**src/rtl/el2_ahb_master_arbiter_if.sv**
```systemverilog
// AHB-Lite address/data-phase bundle. The arbiter faces each CPU-side master
// through the slave modport and drives the SoC bus through the master modport.
interface el2_ahb_master_arbiter_if #(
  parameter int AW = 32,
  parameter int DW = 32
);
  logic [AW-1:0] HADDR;
  logic [2:0]    HSIZE;
  logic [1:0]    HTRANS;
  logic          HWRITE;
  logic [DW-1:0] HWDATA;
  logic [DW-1:0] HRDATA;
  logic          HREADY;
  logic          HRESP;

  modport master (output HADDR, HSIZE, HTRANS, HWRITE, HWDATA,
                  input  HRDATA, HREADY, HRESP);
  modport slave  (input  HADDR, HSIZE, HTRANS, HWRITE, HWDATA,
                  output HRDATA, HREADY, HRESP);
endinterface

```
**src/rtl/el2_ahb_master_arbiter.sv**
```systemverilog
// Two-master (IFU/LSU) AHB-Lite arbiter: per-master address-phase hold,
// combinational grant frozen during wait states, data-phase owner steering.
module el2_ahb_master_arbiter #(
  parameter int AW         = 32,
  parameter int DW         = 32,
  parameter int PRIO_MODE  = 1,
  parameter int BURST_LOCK = 1
) (
  input  logic                     HCLK,
  input  logic                     HRESETn,
  el2_ahb_master_arbiter_if.slave  ifu,
  el2_ahb_master_arbiter_if.slave  lsu,
  el2_ahb_master_arbiter_if.master bus
);
  localparam int         NUM_M = 2;
  localparam logic       IFU   = 1'b0;
  localparam logic       LSU   = 1'b1;
  localparam logic [1:0] IDLE  = 2'b00;
  localparam logic [1:0] SEQ   = 2'b11;

  typedef struct packed {
    logic [AW-1:0] addr;
    logic [2:0]    size;
    logic [1:0]    trans;
    logic          write;
  } aph_t;

  aph_t [NUM_M-1:0]          live, hold_q, cur;
  logic [NUM_M-1:0][DW-1:0]  wdata;
  logic [NUM_M-1:0]          pend_q, rdy_out, req, cap, rel;
  logic                      gnt, gnt_q, rr_last_q;
  logic                      dvld_q, down_q;  // data-phase owner: valid + master id

  assign live[IFU] = '{addr: ifu.HADDR, size: ifu.HSIZE, trans: ifu.HTRANS, write: ifu.HWRITE};
  assign live[LSU] = '{addr: lsu.HADDR, size: lsu.HSIZE, trans: lsu.HTRANS, write: lsu.HWRITE};
  assign wdata     = {lsu.HWDATA, ifu.HWDATA};

  // A master is stalled while its transfer sits in the hold register, and
  // otherwise sees bus HREADY only while it owns the data phase.
  always_comb begin
    for (int m = 0; m < NUM_M; m++) begin
      rdy_out[m] = !HRESETn || (!pend_q[m] && (!(dvld_q && down_q == 1'(m)) || bus.HREADY));
      cur[m]     = pend_q[m] ? hold_q[m] : live[m];
      req[m]     = HRESETn && (pend_q[m] || (live[m].trans[1] && rdy_out[m]));
    end
  end

  always_comb begin
    gnt = gnt_q;
    if (bus.HREADY) begin
      if ((BURST_LOCK != 0) && req[gnt_q] && cur[gnt_q].trans == SEQ) gnt = gnt_q;
      else if (req[LSU] && req[IFU]) gnt = (PRIO_MODE != 0) ? LSU : ~rr_last_q;
      else if (req[LSU])             gnt = LSU;
      else if (req[IFU])             gnt = IFU;
    end
  end

  always_comb begin
    for (int m = 0; m < NUM_M; m++) begin
      cap[m] = live[m].trans[1] && rdy_out[m] && !(gnt == 1'(m) && bus.HREADY);
      rel[m] = pend_q[m] && gnt == 1'(m) && bus.HREADY;
    end
  end

  always_comb begin
    bus.HADDR  = '0;
    bus.HSIZE  = '0;
    bus.HTRANS = IDLE;
    bus.HWRITE = 1'b0;
    if (req[gnt]) begin
      bus.HADDR  = cur[gnt].addr;
      bus.HSIZE  = cur[gnt].size;
      bus.HTRANS = cur[gnt].trans;
      bus.HWRITE = cur[gnt].write;
    end
  end

  always_ff @(posedge HCLK) begin
    if (!HRESETn) begin
      pend_q    <= '0;
      hold_q    <= '0;
      gnt_q     <= IFU;
      rr_last_q <= LSU;
      dvld_q    <= 1'b0;
      down_q    <= IFU;
    end else begin
      for (int m = 0; m < NUM_M; m++) begin
        if (cap[m]) begin
          pend_q[m] <= 1'b1;
          hold_q[m] <= live[m];
        end else if (rel[m]) begin
          pend_q[m] <= 1'b0;
        end
      end
      gnt_q <= gnt;
      if (bus.HREADY) begin
        dvld_q <= bus.HTRANS[1];
        if (bus.HTRANS[1]) begin
          down_q    <= gnt;
          rr_last_q <= gnt;
        end
      end
    end
  end

  assign bus.HWDATA = dvld_q ? wdata[down_q] : '0;
  assign ifu.HRDATA = bus.HRDATA;
  assign lsu.HRDATA = bus.HRDATA;
  assign ifu.HREADY = rdy_out[IFU];
  assign lsu.HREADY = rdy_out[LSU];
  assign ifu.HRESP  = HRESETn && dvld_q && (down_q == IFU) && bus.HRESP;
  assign lsu.HRESP  = HRESETn && dvld_q && (down_q == LSU) && bus.HRESP;
endmodule

```
**src/flat_wrapper.sv**
```systemverilog
// flat-port wrapper written by rule: the top's interface ports become plain ports
module el2_ahb_master_arbiter_flat 
#(
  parameter int AW         = 32,
  parameter int DW         = 32,
  parameter int PRIO_MODE  = 1,
  parameter int BURST_LOCK = 1
)
  (HCLK, HRESETn, ifu_HADDR, ifu_HSIZE, ifu_HTRANS, ifu_HWRITE, ifu_HWDATA, ifu_HRDATA, ifu_HREADY, ifu_HRESP, lsu_HADDR, lsu_HSIZE, lsu_HTRANS, lsu_HWRITE, lsu_HWDATA, lsu_HRDATA, lsu_HREADY, lsu_HRESP, bus_HADDR, bus_HSIZE, bus_HTRANS, bus_HWRITE, bus_HWDATA, bus_HRDATA, bus_HREADY, bus_HRESP);
  el2_ahb_master_arbiter_if #(.AW(AW), .DW(DW)) ifu_i ();
  el2_ahb_master_arbiter_if #(.AW(AW), .DW(DW)) lsu_i ();
  el2_ahb_master_arbiter_if #(.AW(AW), .DW(DW)) bus_i ();
  input  logic HCLK;
  input  logic HRESETn;
  input wire logic [$bits(ifu_i.HADDR)-1:0] ifu_HADDR;
  input wire logic [$bits(ifu_i.HSIZE)-1:0] ifu_HSIZE;
  input wire logic [$bits(ifu_i.HTRANS)-1:0] ifu_HTRANS;
  input wire logic [$bits(ifu_i.HWRITE)-1:0] ifu_HWRITE;
  input wire logic [$bits(ifu_i.HWDATA)-1:0] ifu_HWDATA;
  output wire logic [$bits(ifu_i.HRDATA)-1:0] ifu_HRDATA;
  output wire logic [$bits(ifu_i.HREADY)-1:0] ifu_HREADY;
  output wire logic [$bits(ifu_i.HRESP)-1:0] ifu_HRESP;
  input wire logic [$bits(lsu_i.HADDR)-1:0] lsu_HADDR;
  input wire logic [$bits(lsu_i.HSIZE)-1:0] lsu_HSIZE;
  input wire logic [$bits(lsu_i.HTRANS)-1:0] lsu_HTRANS;
  input wire logic [$bits(lsu_i.HWRITE)-1:0] lsu_HWRITE;
  input wire logic [$bits(lsu_i.HWDATA)-1:0] lsu_HWDATA;
  output wire logic [$bits(lsu_i.HRDATA)-1:0] lsu_HRDATA;
  output wire logic [$bits(lsu_i.HREADY)-1:0] lsu_HREADY;
  output wire logic [$bits(lsu_i.HRESP)-1:0] lsu_HRESP;
  output wire logic [$bits(bus_i.HADDR)-1:0] bus_HADDR;
  output wire logic [$bits(bus_i.HSIZE)-1:0] bus_HSIZE;
  output wire logic [$bits(bus_i.HTRANS)-1:0] bus_HTRANS;
  output wire logic [$bits(bus_i.HWRITE)-1:0] bus_HWRITE;
  output wire logic [$bits(bus_i.HWDATA)-1:0] bus_HWDATA;
  input wire logic [$bits(bus_i.HRDATA)-1:0] bus_HRDATA;
  input wire logic [$bits(bus_i.HREADY)-1:0] bus_HREADY;
  input wire logic [$bits(bus_i.HRESP)-1:0] bus_HRESP;
  assign ifu_i.HADDR = ifu_HADDR;
  assign ifu_i.HSIZE = ifu_HSIZE;
  assign ifu_i.HTRANS = ifu_HTRANS;
  assign ifu_i.HWRITE = ifu_HWRITE;
  assign ifu_i.HWDATA = ifu_HWDATA;
  assign ifu_HRDATA = ifu_i.HRDATA;
  assign ifu_HREADY = ifu_i.HREADY;
  assign ifu_HRESP = ifu_i.HRESP;
  assign lsu_i.HADDR = lsu_HADDR;
  assign lsu_i.HSIZE = lsu_HSIZE;
  assign lsu_i.HTRANS = lsu_HTRANS;
  assign lsu_i.HWRITE = lsu_HWRITE;
  assign lsu_i.HWDATA = lsu_HWDATA;
  assign lsu_HRDATA = lsu_i.HRDATA;
  assign lsu_HREADY = lsu_i.HREADY;
  assign lsu_HRESP = lsu_i.HRESP;
  assign bus_HADDR = bus_i.HADDR;
  assign bus_HSIZE = bus_i.HSIZE;
  assign bus_HTRANS = bus_i.HTRANS;
  assign bus_HWRITE = bus_i.HWRITE;
  assign bus_HWDATA = bus_i.HWDATA;
  assign bus_i.HRDATA = bus_HRDATA;
  assign bus_i.HREADY = bus_HREADY;
  assign bus_i.HRESP = bus_HRESP;
  el2_ahb_master_arbiter #(.AW(AW), .DW(DW), .PRIO_MODE(PRIO_MODE), .BURST_LOCK(BURST_LOCK)) u_core (.HCLK(HCLK), .HRESETn(HRESETn), .ifu(ifu_i), .lsu(lsu_i), .bus(bus_i));
endmodule
```
**config.mk**
```make
export PLATFORM = sky130hd
export DESIGN_NAME = el2_ahb_master_arbiter_flat
export DESIGN_NICKNAME = d
export VERILOG_FILES = /design/src/rtl/el2_ahb_master_arbiter_if.sv /design/src/rtl/el2_ahb_master_arbiter.sv /design/src/flat_wrapper.sv
export SDC_FILE = /design/constraint.sdc
export NUM_CORES = 1
export LEC_CHECK = 0
export BUFFER_PORTS_ARGS = -buffer_cell sky130_fd_sc_hd__buf_4
export CAP_MARGIN = 20
export CORE_AREA = 2 2 155 127
export CTS_BUF_LIST = sky130_fd_sc_hd__clkbuf_8
export CTS_CLUSTER_SIZE = 24
export DETAILED_ROUTE_END_ITERATION = 10
export DIE_AREA = 0 0 157 129
export GPL_TIMING_DRIVEN = 0
export PLACE_DENSITY_LB_ADDON = 0.1
export SLEW_MARGIN = 20
export SYNTH_ARGS = -nofsm -noshare
export SYNTH_HDL_FRONTEND = slang
export SYNTH_SLANG_ARGS = --single-unit
```
**constraint.sdc**
```tcl
create_clock -name HCLK -period 5.63 [get_ports HCLK]
set_input_delay 1.126 -clock HCLK [delete_from_list [all_inputs] [get_ports HCLK]]
set_output_delay 1.126 -clock HCLK [all_outputs]
set_load 0.01 [all_outputs]
```
==> impl_results.rst <==
.. list-table::
   :header-rows: 1

   * - Metric
     - Value
   * - Kind of end point of the critical path
     - output port
   * - Number of hold buffers added after CTS
     - 0
   * - Share of post-route cells with drive strength above 1
     - 38.17%
   * - Kind of critical path
     - primary input to output port
   * - Post-route DRC violation count
     - 0
   * - DRT iter0 DRCs
     - 228
   * - Antenna cell count
     - 0
   * - Endpoint, Worst Hold
     - u_core.hold_q[71]$_SDFFE_PN0P_
   * - RSZ-0062 raised after global routing
     - false
   * - Slowest stage cell on the critical path
     - sky130_fd_sc_hd__buf_1
   * - Post-synthesis instance area
     - 5679 µm²
   * - Count of H-tree levels built during CTS
     - 3
   * - Crit path launch type
     - primary input
   * - Max Cap Viol
     - 0
   * - Slew HR
     - a little over two fifths
   * - Data required time of the worst path
     - 4500 ps
   * - Area growth, synth to finish
     - 45.56%
   * - P per Cell Area
     - 191.1 nW/µm²
   * - Count of final max-slew check failures
     - 0
   * - Post-DP HPWL
     - around 16000 µm
   * - Max stage delay on crit path
     - about 510 ps
   * - Class of the worst hold path
     - register to register
   * - Buffer count from post-CTS setup fixing
     - 0
   * - Reported leakage power
     - ~3.7 nW
   * - Global placer's final weighted congestion
     - slightly below 0.8
   * - Insertion delay to the later sink of the worst-skew pair
     - around 370 ps
   * - Starting utilization of the core area
     - 30.47%
   * - Maximum number of pins on one net before global-route repair
     - 13
   * - Clock tree skew after final layout
     - around 11 ps
   * - Number of gates resized after cts
     - 0
   * - Filler cell count in the final layout
     - 1928
   * - Clock transition at the registers of the reported paths
     - 80 ps
   * - Clock Root Buffer
     - sky130_fd_sc_hd__clkbuf_8
   * - Portion of the clock cycle consumed by the worst path in the final layout
     - 78.74%
   * - Die boundary width
     - between 150 and 200 µm
   * - GR Overflow Total
     - 0
   * - Launch instance of the worst register-to-register path
     - u_core.dvld_q$_SDFFE_PN0P_
   * - Via count of the first global-routing pass
     - 5312
   * - Overall routed net length
     - 19890 µm
   * - CP cell instances
     - buf_4 -> clkbuf_1 -> clkbuf_1 -> clkbuf_1 -> buf_1 -> nand3_1 -> nor2_1 -> buf_4
   * - Warnings from Yosys
     - 0
   * - Overall die height
     - ~130 µm
   * - Commonest cells after routing, fill and taps aside
     - sky130_fd_sc_hd__buf_4, sky130_fd_sc_hd__nand2_1, sky130_fd_sc_hd__mux2i_1
   * - Number of buffers added by the clock tree synthesis step
     - 9
   * - Run status
     - complete, no violations
   * - Routed vias
     - 5707
   * - Highest fanout seen on the critical path
     - 10
   * - Setup TNS
     - 0 ps
   * - Finished Layout Cells
     - 1251
   * - Post-detailed-route count of antenna-violating nets
     - 0
   * - Number of standard-cell rows in the floorplan
     - 45
   * - Cells after synthesis
     - just under 700
   * - Global Route Usage Sum
     - 18.51%
   * - Hold Vio Cnt, Final
     - 0
   * - Start point of the worst hold path
     - u_core.hold_q[71]$_SDFFE_PN0P_
   * - Final Net Count
     - 1164
   * - Maximum buffer depth of the clock tree
     - 2
   * - Most used cell, CP
     - sky130_fd_sc_hd__clkbuf_1
   * - Wire length of the first global-routing pass
     - 29300 µm
   * - R2R cell count
     - 8
   * - Detailed-router iteration count before antenna repair
     - 4
   * - Synthesized netlist net count
     - 872
   * - Number of setup violations in the final report
     - 0
   * - Crit Reg-Reg Endpoint
     - u_core.hold_q[6]$_SDFFE_PN0P_
   * - Transition time at the pin with the least slew margin
     - 852.4 ps
   * - Via count normalized by instance count
     - approximately 4.6
   * - Io pins
     - between 300 and 400
   * - Largest vdd supply drop
     - 0.00009932 V
   * - Clock net sink count
     - between 80 and 90
   * - Highest achievable clock rate
     - approximately 0.23 GHz
   * - Worst reg-to-reg setup slack
     - between 3000 and 4000 ps
   * - Leading cell type in the layout, fill and taps excluded
     - sky130_fd_sc_hd__buf_4
   * - Yosys reg bits
     - slightly above 80
   * - Area of the core
     - approximately 19000 µm²
   * - Die outline area
     - 20250 µm²
   * - Clock period minus worst slack
     - 4433 ps
   * - Sequential cell area fraction in the yosys report
     - 28.55%
   * - IO buf count
     - roughly 280
   * - Synth cell types
     - 33
   * - Placed insts
     - between 1k and 1.5k
   * - TritonCTS clock tree
     - done
   * - Arrival time at the worst endpoint
     - 3310 ps
   * - Routed wirelength normalized by instance count
     - 15.90 µm
   * - Avg Inst Size Synth
     - 8.160 µm²
   * - Number of antenna violations at the first check in global routing
     - 0
   * - Worst hold path depth
     - 2
[cell usage after synthesis]
library cell / instances / share of area, %
sky130_fd_sc_hd__or4b_1: 1 / 0.18
sky130_fd_sc_hd__nor3_1: 1 / 0.088
sky130_fd_sc_hd__buf_4: 66 / 8.7
sky130_fd_sc_hd__mux2_2: 1 / 0.20
sky130_fd_sc_hd__o31a_1: 1 / 0.15
sky130_fd_sc_hd__o21a_1: 3 / 0.40
sky130_fd_sc_hd__nand2_1: 153 / 10
sky130_fd_sc_hd__a211oi_1: 75 / 9.9
sky130_fd_sc_hd__nor2_1: 8 / 0.53
sky130_fd_sc_hd__o211a_1: 1 / 0.18
sky130_fd_sc_hd__o22ai_1: 1 / 0.11
sky130_fd_sc_hd__a21oi_1: 5 / 0.44
sky130_fd_sc_hd__o311ai_1: 1 / 0.15
sky130_fd_sc_hd__o21ai_1: 1 / 0.088
sky130_fd_sc_hd__buf_1: 9 / 0.59
sky130_fd_sc_hd__buf_6: 3 / 0.59
sky130_fd_sc_hd__o21ai_0: 6 / 0.53
sky130_fd_sc_hd__o221a_2: 2 / 0.40
sky130_fd_sc_hd__mux2i_1: 143 / 25
sky130_fd_sc_hd__clkbuf_1: 34 / 2.2
sky130_fd_sc_hd__nor3b_1: 2 / 0.26
sky130_fd_sc_hd__nand4_1: 1 / 0.11
sky130_fd_sc_hd__nand3b_1: 1 / 0.13
sky130_fd_sc_hd__dfxtp_1: 81 / 29
sky130_fd_sc_hd__nor2b_1: 70 / 7.7
sky130_fd_sc_hd__buf_2: 12 / 1.1
sky130_fd_sc_hd__and2_1: 2 / 0.22
sky130_fd_sc_hd__nand3_1: 4 / 0.35
sky130_fd_sc_hd__inv_1: 4 / 0.26
sky130_fd_sc_hd__a21o_1: 1 / 0.13
sky130_fd_sc_hd__a31oi_1: 1 / 0.11
sky130_fd_sc_hd__or2_2: 1 / 0.11
sky130_fd_sc_hd__and3b_1: 1 / 0.15
[report_power, final]
| group | internal (mW) | leakage [nW] | total, mW | switching, mW |
|---|---|---|---|---|
| logic | 0.293 | 2.95 | 0.572 | 0.279 |
| registers | 0.613 | 0.665 | 0.634 | 0.0212 |
| clock network | 0.153 | 0.0963 | 0.374 | 0.221 |
| total | 1.06 | 3.72 | 1.58 | 0.521 |
[worst max-delay path, delay by kind of cell]
family	cells	cell delay, ps
buf+inv	6	1880
simple gates	2	290
[worst max path at each step]
| stage | from | to | slack (ps) | depth (start not counted) |
|---|---|---|---|---|
| final | HRESETn | lsu_HRESP | 1200 | 8 |
| after global routing | HRESETn | ifu_HRESP | 940 | 8 |
| after CTS | HRESETn | lsu_HRESP | 1140 | 8 |
| after detailed placement | HRESETn | lsu_HRESP | 1140 | 8 |
| after global placement | HRESETn | ifu_HRESP | 1140 | 8 |
| after floorplan | HRESETn | bus_HTRANS[0] | 1920 | 8 |
[flip-flops by register name (all words and copies together) (netlist names)]
signal,cells
u_core.hold_q,76
u_core.pend_q,2
u_core.down_q,1
u_core.dvld_q,1
u_core.gnt_q,1
[routing by layer]
metal	GRT usage [%]	wire length [µm]	vias to the layer above
met3	4.311	1224	10
met4	3.238	150	0
li1	-	-	2914
met1	26.11	9430	2612
met2	29.15	9087	171
met5	0	0	-
[final cells by class]
type                    count  area (µm²)  share of cell area (%)
plain buffers             124       750.7                   9.081
clock buffers               9       123.9                   1.498
clock inverters             7       31.28                  0.3784
inverters                   4       15.01                  0.1816
multi-input cells         487        3292                   39.82
flip-flops and latches     81        1622                   19.62
well taps                 258       322.8                   3.905
repair buffers            281        2110                   25.52
[through the flow]
stage	cell area, µm²	power, mW	setup WS (ps)	util, %	hold WS [ps]
2_1_floorplan	5679	0.9573	1922	-	434.4
3_3_place_gp	8112	1.220	1143	43.52	444.3
3_5_place_dp	8112	1.223	1144	43.52	446.8
4_1_cts	8267	1.596	1135	44.36	461.4
5_1_grt	8267	1.669	939.5	44.36	473.4
6_report	8267	1.579	1197	44.36	459.2
[logic make-up (layout without fill, tap and decap cells)]
| logic type | count (synthesis) | in the layout | share of synthesized area (%) |
|---|---|---|---|
| buffers and inverters | 128 | 425 | 13.48 |
| and+or+nand+nor | 245 | 245 | 19.96 |
| AOI/OAI and AO/OA | 98 | 98 | 12.60 |
| DFF | 81 | 81 | 28.55 |
| muxes | 144 | 144 | 25.40 |
No activity file was read; power rests on OpenSTA's default activity.
